## src/rtl/apb_pkg.sv

```systemverilog
// Shared APB definitions: initiator FSM state encoding and default bus widths.
package apb_pkg;

    localparam int unsigned APB_ADDR_WIDTH_DEF = 32;
    localparam int unsigned APB_DATA_WIDTH_DEF = 32;
    localparam int unsigned APB_TIMEOUT_DEF    = 16;

    typedef enum logic [1:0] {
        ST_IDLE   = 2'd0,
        ST_SETUP  = 2'd1,
        ST_ACCESS = 2'd2,
        ST_RESP   = 2'd3
    } apb_mst_state_e;

endpackage

```

## src/rtl/apb_cmd_master.sv

```systemverilog
// APB3 initiator: turns one granted request/response command into a single
// SETUP+ACCESS transfer, with an optional ACCESS-phase timeout.
module apb_cmd_master
    import apb_pkg::*;
#(
    parameter int unsigned APB_ADDR_WIDTH = APB_ADDR_WIDTH_DEF,
    parameter int unsigned APB_DATA_WIDTH = APB_DATA_WIDTH_DEF,
    parameter int unsigned TIMEOUT_CYCLES = APB_TIMEOUT_DEF
) (
    input  logic                      clk_i,
    input  logic                      rst_ni,
    input  logic                      req_i,
    output logic                      gnt_o,
    input  logic [APB_ADDR_WIDTH-1:0] addr_i,
    input  logic                      we_i,
    input  logic [APB_DATA_WIDTH-1:0] wdata_i,
    output logic                      rvalid_o,
    input  logic                      rready_i,
    output logic [APB_DATA_WIDTH-1:0] rdata_o,
    output logic                      err_o,
    output logic                      psel_o,
    output logic                      penable_o,
    output logic                      pwrite_o,
    output logic [APB_ADDR_WIDTH-1:0] paddr_o,
    output logic [APB_DATA_WIDTH-1:0] pwdata_o,
    input  logic [APB_DATA_WIDTH-1:0] prdata_i,
    input  logic                      pready_i,
    input  logic                      pslverr_i
);

    localparam int unsigned CNT_W   = ($clog2(TIMEOUT_CYCLES + 1) > 1) ?
                                      $clog2(TIMEOUT_CYCLES + 1) : 1;
    localparam bit          TO_EN   = (TIMEOUT_CYCLES > 0);
    localparam int unsigned TO_LAST = TO_EN ? TIMEOUT_CYCLES - 1 : 0;

    apb_mst_state_e   state;
    logic [CNT_W-1:0] to_cnt;

    // Grant is a pure decode of IDLE, so it is high during reset as well.
    assign gnt_o = (state == ST_IDLE);

    // Transfer FSM with registered APB and response outputs.
    always_ff @(posedge clk_i or negedge rst_ni) begin
        if (!rst_ni) begin
            state     <= ST_IDLE;
            to_cnt    <= '0;
            rvalid_o  <= 1'b0;
            rdata_o   <= '0;
            err_o     <= 1'b0;
            psel_o    <= 1'b0;
            penable_o <= 1'b0;
            pwrite_o  <= 1'b0;
            paddr_o   <= '0;
            pwdata_o  <= '0;
        end else begin
            case (state)
                ST_IDLE: begin
                    if (req_i) begin
                        paddr_o  <= addr_i;
                        pwrite_o <= we_i;
                        pwdata_o <= wdata_i;
                        psel_o   <= 1'b1;
                        to_cnt   <= '0;
                        state    <= ST_SETUP;
                    end
                end
                ST_SETUP: begin
                    penable_o <= 1'b1;
                    state     <= ST_ACCESS;
                end
                ST_ACCESS: begin
                    if (to_cnt != {CNT_W{1'b1}}) begin
                        to_cnt <= to_cnt + CNT_W'(1);
                    end
                    // A ready in the final timeout cycle still completes normally.
                    if (pready_i) begin
                        rdata_o   <= pwrite_o ? '0 : prdata_i;
                        err_o     <= pslverr_i;
                        psel_o    <= 1'b0;
                        penable_o <= 1'b0;
                        rvalid_o  <= 1'b1;
                        state     <= ST_RESP;
                    end else if (TO_EN && (to_cnt == CNT_W'(TO_LAST))) begin
                        rdata_o   <= '0;
                        err_o     <= 1'b1;
                        psel_o    <= 1'b0;
                        penable_o <= 1'b0;
                        rvalid_o  <= 1'b1;
                        state     <= ST_RESP;
                    end
                end
                ST_RESP: begin
                    if (rready_i) begin
                        rvalid_o <= 1'b0;
                        state    <= ST_IDLE;
                    end
                end
                default: state <= ST_IDLE;
            endcase
        end
    end

endmodule

```

## config.mk

```make
export PLATFORM = sky130hd
export DESIGN_NAME = apb_cmd_master
export DESIGN_NICKNAME = d
export VERILOG_FILES = /design/src/rtl/apb_pkg.sv /design/src/rtl/apb_cmd_master.sv
export SDC_FILE = /design/constraint.sdc
export NUM_CORES = 1
export LEC_CHECK = 0
export BUFFER_PORTS_ARGS = -buffer_cell sky130_fd_sc_hd__buf_2
export CORE_AREA = 2 2 135 71
export CTS_CLUSTER_DIAMETER = 40
export CTS_CLUSTER_SIZE = 10
export DETAILED_ROUTE_END_ITERATION = 8
export DIE_AREA = 0 0 137 73
export PLACE_DENSITY = 0.87
export SETUP_SLACK_MARGIN = 0.05
export SLEW_MARGIN = 20
export SYNTH_ARGS = -nofsm -noshare
export SYNTH_HDL_FRONTEND = slang
export SYNTH_SLANG_ARGS = --single-unit
```

## constraint.sdc

```tcl
create_clock -name clk_i -period 4.77 [get_ports clk_i]
set_input_delay 0.954 -clock clk_i [delete_from_list [all_inputs] [get_ports clk_i]]
set_output_delay 0.954 -clock clk_i [all_outputs]
set_load 0.01 [all_outputs]
```

==> flow_summary.ini, run 1 <==
[cts]
clk_latency_ns = 0.33
clock_sinks = 108
cts_hold_buf = 0
clockBufferDepth = 2
clk_pin_slew_ns = 0.07
cts_resized = 0
cts_tree = done
h-tree-depth = 3
cts_setup_buffers = 0
cts_made_buffers = 9
cts-root-buf = clkbuf_16

[min_path]
min-delay-start = rdata_o[31]
min-delay-path-class = flip-flop to flip-flop
hold_end = rdata_o[31]
hold_depth = 2

[power]
ir_drop_uv = 340
power_switching_mw = 1.39
power_density_nw_per_um2 = 682
comb_power_share_pct = 39.6
p_leak_nw = 2.95
power_frac_clock_pct = 19.2
seqPwrFrac_pct = 41.2
internal_power_mw = 2.54
p_sw_share_pct = 35.3

[sta]
tightest_slew_ns = 0.913
setup_ws_ns = 2.43
period_minus_slack_ns = 2.34
skew_ns = 0.00739
rsz0062_at_grt = false
final-hold-violation-count = 0
finalSetupViolations = 0
clock.fmax_ghz = 0.428
tns_ns = 0
max_slew_margin_pct = 39.2
final_max_slew_viol_count = 0
fin_crit_sh_pct = 49.0

[floorplanning]
die_w_um = 137
initial_core_util_pct = 48.3
die_area_um2 = 10000
num_io_pins = 205
dieHeight_um = 73
rows = 25
core_area_um2 = 9010

[logic_synthesis]
yosys_warnings = 0
synth_async_sr_flop_share_pct = 100
synth_top_area_share_pct = 62.1
synth-main-ff-cell = dfrtp_1
syn_nets = 457
synth_largest_area_cell = dfrtp_1
ys_types = 31
syn_area_per_cell_um2 = 12.5
synthesis.area_um2 = 4350
netlist_instances = 347
synth_edf_count = 0
ys_seq_area_share_pct = 62.1
synth_area_leaders = dfrtp_1, mux2_2, nand2_1
ys_ff_latch = 108

[layout]
diodes = 0
fillers = 720
fin_nets = 657
drive_gt1_share_pct = 53.1
final_area_um2 = 5760
area_growth_syn_to_layout_pct = 32.4

[critical_path]
endpoint_kind = flip-flop
cp-start-kind = flip-flop
rr_endpoint = pwdata_o[23]
slowest_stage = nand2_2
r2r_start = state[1]
cp_max_fo = 35
path_buf_inv = 2
crit_path_start = state[1]
cpPeakStageDelay_ns = 0.60
crit_family = simple AND/OR/NAND/NOR gates
worstPathCellList = inv_1 -> ha_1 -> nand2_2 -> buf_4 -> mux2_2
ff2ff_setup_slack_ns = 2.43
crit_type = flip-flop to flip-flop
critPathArrivalTime_ns = 2.55
ff2ff_path_depth = 5
crit_required_ns = 4.99

[placement]
hpwl_um = 7600
place_ws_ns = 2.07
gp_congestion = 0.813
port_buffers = 204
post_dp_cell_area_um2 = 5450

[grt]
grt_antenna_before_repair = 0
grt_max_degree = 76
grt_pass1_vias = 3191
grt_first_pass_wirelength_um = 15200
grt_overflow = 0
grt_usage_pct = 19.6

[detailed_routing]
wl_met2_um = 4900
routed.top_layer = met4
drtAntennaViolNets = 0
drc = 0
viasPerCell = 4.91
dr_wl_met3_um = 819
route.vias.total = 3305
wire_per_inst_um = 15.0
m1WireLength_um = 4280
first_iter_violations = 143
routed_wl_um = 10100
drt-pass1-iter-count = 4

[flow_run]
max-cap-violations = 0

[run_status]
outcome = finished, final reports clean
-- final cells by class --
type / instances / area, um^2 / area share, %
sequential: 108 / 2700 / 46.9
tap: 121 / 151 / 2.63
multi-input combinational: 213 / 1520 / 26.3
clock buffer: 10 / 239 / 4.15
inverter: 7 / 26.3 / 0.456
clock inverter: 6 / 70.1 / 1.22
timing repair buffer: 208 / 1050 / 18.3
-- sequential cells by signal, summed over array words and instances, names as in the netlist --
register and flops:
pwrite_o 1, state 2, rdata_o 32, rvalid_o 1, to_cnt 5, pwdata_o 32, paddr_o 32, psel_o 1
penable_o 1, err_o 1
-- logic make-up after synthesis --
group	share of synthesized area [%]
multiplexers	17.7
AND/OR/NAND/NOR	8.17
adder cells (fa/ha/maj)	2.01
AO/OA/AOI/OAI	6.47
flip-flops	62.1
buffers and inverters	3.48
-- power groups by stage --
stage	logic [mW]	clock network (mW)	registers (mW)
6_report	1.56	0.752	1.62
5_1_grt	1.71	0.812	1.67
4_1_cts	1.58	0.770	1.62
3_5_place_dp	1.58	0	1.63
3_3_place_gp	1.50	0	1.58
2_1_floorplan	0.716	0	1.82
-- worst min-delay path: cells and delay by family, from the launching register on --
family / cells / cell delay [ns]
simple gates: 1 / 0.04
flops: 1 / 0.34
compound gates: 1 / 0.06
-- through the flow --
stage | utilization [%] | std cells | total power, mW | hold slack [ns]
3_3_place_gp | 60.5 | 657 | 3.09 | 0.458
3_5_place_dp | 60.5 | 657 | 3.21 | 0.468
6_report | 63.9 | 673 | 3.93 | 0.477
2_1_floorplan | - | 347 | 2.53 | 0.461
4_1_cts | 63.9 | 673 | 3.97 | 0.483
5_1_grt | 63.9 | 673 | 4.20 | 0.521
-- worst max-delay path by stage --
stage / end / slack (ns) / depth (start not counted)
floorplan: paddr_o[0] / 2.99 / 4
global placement: paddr_o[14] / 2.14 / 4
detailed placement: pwdata_o[23] / 2.07 / 4
CTS: pwdata_o[23] / 2.40 / 5
global route: paddr_o[3] / 2.27 / 5
finish: pwdata_o[23] / 2.43 / 5
-- cells in the mapped netlist, drive strengths merged, types with 2 or more instances --
library cell	count
ha	7
nand3	3
nor2b	3
o21ai	39
a21oi	3
nor2	4
inv	7
mux2	65
mux2i	4
nand2b	2
clkbuf	3
dfrtp	108
buf	16
nand2	69
-- cells in the final DEF (no fill, tap or decap), types with 3 or more instances in the layout --
cell type,count
a21oi_1,3
buf_2,203
buf_4,5
clkbuf_16,9
dfrtp_1,108
ha_1,7
inv_1,7
mux2_2,65
mux2i_1,4
nand2_1,68
nand3_1,3
nor2_1,4
o21ai_0,32
o21ai_1,6
-- per-layer routing --
metal,GRT usage (%),up-vias
met1,24.8,1583
met4,5.96,0
met3,6.18,9
met2,32.8,138
met5,0,-
li1,-,1575
No activity file was read; power rests on OpenSTA's default activity.
==> run 2: changes to the inputs <==
--- a/config.mk
+++ b/config.mk
@@ -6,12 +6,12 @@
 export NUM_CORES = 1
 export LEC_CHECK = 0
 export BUFFER_PORTS_ARGS = -buffer_cell sky130_fd_sc_hd__buf_2
-export CORE_AREA = 2 2 135 71
+export CORE_AREA = 2 2 141 74
 export CTS_CLUSTER_DIAMETER = 40
 export CTS_CLUSTER_SIZE = 10
 export DETAILED_ROUTE_END_ITERATION = 8
-export DIE_AREA = 0 0 137 73
-export PLACE_DENSITY = 0.87
+export DIE_AREA = 0 0 143 76
+export PLACE_DENSITY = 0.8
 export SETUP_SLACK_MARGIN = 0.05
 export SLEW_MARGIN = 20
 export SYNTH_ARGS = -nofsm -noshare
==> constraint.sdc (replaced) <==
create_clock -name clk_i -period 2.2 [get_ports clk_i]
set_input_delay 0.44 -clock clk_i [delete_from_list [all_inputs] [get_ports clk_i]]
set_output_delay 0.44 -clock clk_i [all_outputs]
set_load 0.01 [all_outputs]
==> run 2 against run 1 <==
Effect of this change:
- clock skew rose by 0.0011 ns
- sequential power rose by 110%
- critical path depth rose by 1
- utilization fell by 4.3 points
- final cell count rose by 3.4%
- design area rose by 1.3%
- global-route usage fell by 1.4 points
- register-to-register slack got worse by 2.1 ns
- routed wire length fell by 4.4%
- sequential share of layout area fell by 0.61 points
- worst hold slack got worse by 0.44 ns
- clock power rose by 110%
- largest power group unchanged
- highest routed layer unchanged
==> flow_summary.ini, run 2 (same netlist as run 1, synthesis figures left out) <==
[critical_path]
endpoint_kind = flip-flop
critPathArrivalTime_ns = 2.14
cpPeakStageDelay_ns = 0.44
crit_type = flip-flop to flip-flop
ff2ff_setup_slack_ns = 0.32
ff2ff_path_depth = 6
crit_top_cell = ha_1
worstPathCellList = ha_1 -> and3_1 -> ha_1 -> nor2_1 -> a211oi_1 -> mux2i_1
crit_required_ns = 2.46
rr_endpoint = state[0]
cp-start-kind = flip-flop
cp_max_fo = 5
r2r_start = to_cnt[0]
slowest_stage = a211oi_1

[layout]
diodes = 0
drive_gt1_share_pct = 53.4
fillers = 838
area_growth_syn_to_layout_pct = 34.2
multi_input_area_um2 = 1510
layout_commonest_cell = buf_2
layout_common_cells = buf_2, dfrtp_1, nand2_1
reg_top3 = paddr_o x32, pwdata_o x32, rdata_o x32
layout.cells.non_filler = 696
fin_nets = 661
final_area_um2 = 5840
seqCellArea_um2 = 2700
final_util_pct = 59.6

[detailed_routing]
first_iter_violations = 142
drtAntennaViolNets = 0
routed.top_layer = met4
wl_met2_um = 4450
viasPerCell = 4.79
wire_per_inst_um = 13.8
routed_wl_um = 9640
route.vias.total = 3336
m1WireLength_um = 4270
drt-pass1-iter-count = 4
dr_wl_met3_um = 824
drc = 0

[sta]
fin_crit_sh_pct = 85.7
fin_hold_ws_ns = 0.0374
tns_ns = 0
final_max_slew_viol_count = 0
skew_ns = 0.00849
setup_ws_ns = 0.315
rsz0062_at_grt = false
max_slew_margin_pct = 68.4
final-hold-violation-count = 0
clock.fmax_ghz = 0.531
tightest_slew_ns = 0.472
finalSetupViolations = 0
period_minus_slack_ns = 1.88

[grt]
grt_first_pass_wirelength_um = 15900
grt_usage_pct = 18.3
grt_pass1_vias = 3257
grt_antenna_before_repair = 0
grt_overflow = 0
grt_max_degree = 66

[power]
power_mw = 8.49
power_density_nw_per_um2 = 1450
ir_drop_uv = 648
p_leak_nw = 2.98

[floorplanning]
rows = 26
initial_core_util_pct = 44.4
num_io_pins = 205
core_area_um2 = 9790
die_w_um = 143
dieHeight_um = 76
die_area_um2 = 10900

[cts]
clk_latency_ns = 0.33
clock_sinks = 108
clockBufferDepth = 2
cts-root-buf = clkbuf_16
cts_setup_buffers = 0
cts_made_buffers = 9
cts_resized = 0
cts_hold_buf = 0
clk_pin_slew_ns = 0.07
cts_tree = done
h-tree-depth = 3

[placement]
place_inst = 680
hpwl_um = 7280
port_buffers = 204
gp_congestion = 0.780
place_ws_ns = 0.334
post_dp_cell_area_um2 = 5540

[min_path]
min-delay-path-class = input port to async pin

[flow_run]
max-cap-violations = 0

[run_status]
outcome = finished, final reports clean
run 2: where the power goes:
group | internal [mW] | switching [mW]
combinational | 1.65 | 1.75
sequential | 2.98 | 0.503
clock | 0.889 | 0.713
run 2: how the worst max path moves through the flow:
stage / from / end / slack [ns] / cells past startpoint
2_1_floorplan: to_cnt[0] / to_cnt[2] / 0.49 / 6
3_3_place_gp: to_cnt[0] / to_cnt[2] / 0.43 / 6
3_5_place_dp: to_cnt[0] / state[0] / 0.33 / 6
4_1_cts: to_cnt[0] / state[0] / 0.32 / 6
5_1_grt: to_cnt[0] / state[0] / 0.19 / 6
6_report: to_cnt[0] / state[0] / 0.32 / 6
run 2: cell type report:
| type | instances | area share, % |
|---|---|---|
| Sequential cell | 108 | 46.3 |
| Multi-Input combinational cell | 213 | 25.9 |
| Timing Repair Buffer | 212 | 19.2 |
| Clock buffer | 9 | 3.86 |
| Tap cell | 140 | 3.00 |
| Clock inverter | 7 | 1.26 |
| Inverter | 7 | 0.450 |
run 2: worst max-delay path, delay by kind of cell (launching register included):
kind                     cells  cell delay, ns
adder cells (fa/ha/maj)      2            0.41
multiplexers                 1            0.25
AO/OA/AOI/OAI                1            0.44
AND/OR/NAND/NOR              2            0.30
flip-flops                   1            0.40
run 2: layer usage:
| metal | global-route usage (%) | up-vias |
|---|---|---|
| met4 | 4.36 | 0 |
| met3 | 6.16 | 11 |
| li1 | - | 1592 |
| met5 | 0 | - |
| met2 | 30.0 | 139 |
| met1 | 23.5 | 1594 |
==> run 3: changes to the inputs <==
--- a/config.mk
+++ b/config.mk
@@ -11,7 +11,7 @@
 export CTS_CLUSTER_SIZE = 10
 export DETAILED_ROUTE_END_ITERATION = 8
 export DIE_AREA = 0 0 143 76
-export PLACE_DENSITY = 0.8
+export PLACE_DENSITY = 0.78
 export SETUP_SLACK_MARGIN = 0.05
 export SLEW_MARGIN = 20
 export SYNTH_ARGS = -nofsm -noshare
==> run 3 against run 2 <==
Effect of this change:
- clock power rose by 9%
- fmax rose by 1.4%
- via count fell by 1.5%
- sequential share of layout area fell by 0.069 points
- sequential cell count did not move
- final cell count fell by 0.29%
- first-iteration DRC count fell by 13%
- sequential power barely moved
- global-route usage rose by 0.45 points
- worst hold slack improved by 0.11 ns
- critical path depth did not move
- die area did not move
==> flow_summary.ini, run 3 (same netlist as run 1, synthesis figures left out) <==
[run_status]
outcome = finished, final reports clean

[power]
power_density_nw_per_um2 = 1480
seqPwrFrac_pct = 40.2
internal_power_mw = 5.63
ir_drop_uv = 614
p_leak_nw = 2.97
p_sw_share_pct = 34.8
power_switching_mw = 3.01
power_frac_clock_pct = 20.1
comb_power_share_pct = 39.8

[min_path]
min-delay-path-class = input port to async pin

[cts]
clk_pin_slew_ns = 0.07
cts_made_buffers = 9
cts-root-buf = clkbuf_16
clockBufferDepth = 2
cts_setup_buffers = 0
clock_sinks = 108
cts_hold_buf = 0
cts_tree = done
cts_resized = 0
h-tree-depth = 3
clk_latency_ns = 0.34

[grt]
grt_antenna_before_repair = 0
grt_first_pass_wirelength_um = 16300
grt_usage_pct = 18.7
grt_pass1_vias = 3280
grt_max_degree = 109
grt_overflow = 0

[sta]
period_minus_slack_ns = 1.86
tns_ns = 0
final-hold-violation-count = 0
final_max_slew_viol_count = 0
finalSetupViolations = 0
setup_ws_ns = 0.341
rsz0062_at_grt = false
clock.fmax_ghz = 0.538
tightest_slew_ns = 0.580
fin_crit_sh_pct = 84.5
skew_ns = 0.00888
max_slew_margin_pct = 61.4

[floorplanning]
die_area_um2 = 10900
dieHeight_um = 76
die_w_um = 143
core_area_um2 = 9790
initial_core_util_pct = 44.4
rows = 26
num_io_pins = 205

[critical_path]
endpoint_kind = flip-flop
ff2ff_setup_slack_ns = 0.34
path_buf_inv = 0
cp-start-kind = flip-flop
crit_required_ns = 2.46
crit_family = adder cells
ff2ff_path_depth = 6
cpPeakStageDelay_ns = 0.42
rr_endpoint = state[1]
crit_type = flip-flop to flip-flop
worstPathCellList = ha_1 -> and3_1 -> ha_1 -> nor2_1 -> a211oi_1 -> mux2i_1
cp_max_fo = 5
critPathArrivalTime_ns = 2.12
slowest_stage = dfrtp_1
r2r_start = to_cnt[0]
crit_top_cell = ha_1

[layout]
fillers = 816
layout_commonest_cell = buf_2
fin_nets = 659
area_growth_syn_to_layout_pct = 34.4
diodes = 0
reg_top3 = paddr_o x32, pwdata_o x32, rdata_o x32
drive_gt1_share_pct = 53.1
layout.cells.non_filler = 694
layout_common_cells = buf_2, dfrtp_1, nand2_1
final_area_um2 = 5850

[detailed_routing]
viasPerCell = 4.73
drt-pass1-iter-count = 4
drtAntennaViolNets = 0
routed_wl_um = 9970
drc = 0
route.vias.total = 3286
first_iter_violations = 124
wire_per_inst_um = 14.4

[placement]
place_ws_ns = 0.369
post_dp_cell_area_um2 = 5520
hpwl_um = 7210
gp_congestion = 0.820
place_inst = 678
port_buffers = 204

[flow_run]
max-cap-violations = 0
-- run 3: changes by cell type in the layout (fill, tap and decap cells not counted), sizes merged --
cell	delta
clkinv	-2
clkbuf	+1
buf	-2
bufinv	+1
-- run 3: worst register-to-register path, stage by stage (launching register included) --
cell      delay, ns
dfrtp_1        0.42
ha_1           0.19
and3_1         0.20
ha_1           0.23
nor2_1         0.11
a211oi_1       0.41
mux2i_1        0.23
-- run 3: metal layers --
metal,up-vias,track usage (%),part of all wire [%]
met2,126,29.8,46
met5,-,0,0
met1,1568,24.8,45
met3,13,5.97,7.6
li1,1579,-,-
met4,0,5.35,1.3
-- run 3: power groups by stage --
stage | clock (mW) | combinational (mW) | sequential [mW]
2_1_floorplan | 0 | 1.55 | 3.94
3_3_place_gp | 0 | 3.36 | 3.44
3_5_place_dp | 0 | 3.48 | 3.49
4_1_cts | 1.79 | 3.47 | 3.47
5_1_grt | 1.87 | 3.77 | 3.62
6_report | 1.74 | 3.43 | 3.47
-- run 3: cell type report --
cell class	instances	area [um^2]	share of cell area [%]
tap	140	175	3.00
clock buffer	10	229	3.92
inverter	7	26.3	0.449
sequential	108	2700	46.2
multi-input combinational	213	1510	25.9
clock inverter	6	93.8	1.61
timing repair buffer	210	1110	18.9
-- run 3: how the worst max path moves through the flow --
stage                            to      start  cells past startpoint
after detailed placement   state[1]  to_cnt[0]                      6
after global routing       state[1]  to_cnt[0]                      6
after global placement    to_cnt[2]  to_cnt[0]                      6
after CTS                  state[1]  to_cnt[0]                      6
final                      state[1]  to_cnt[0]                      6
after floorplan           to_cnt[2]  to_cnt[0]                      6
-- run 3: through the flow --
step                total power, mW  hold slack (ns)  utilization, %
floorplan                      5.49            0.144               -
global placement               6.80            0.460            56.4
detailed placement             6.97            0.465            56.4
CTS                            8.74            0.193            59.7
global route                   9.25            0.212            59.7
finish                         8.64            0.145            59.7
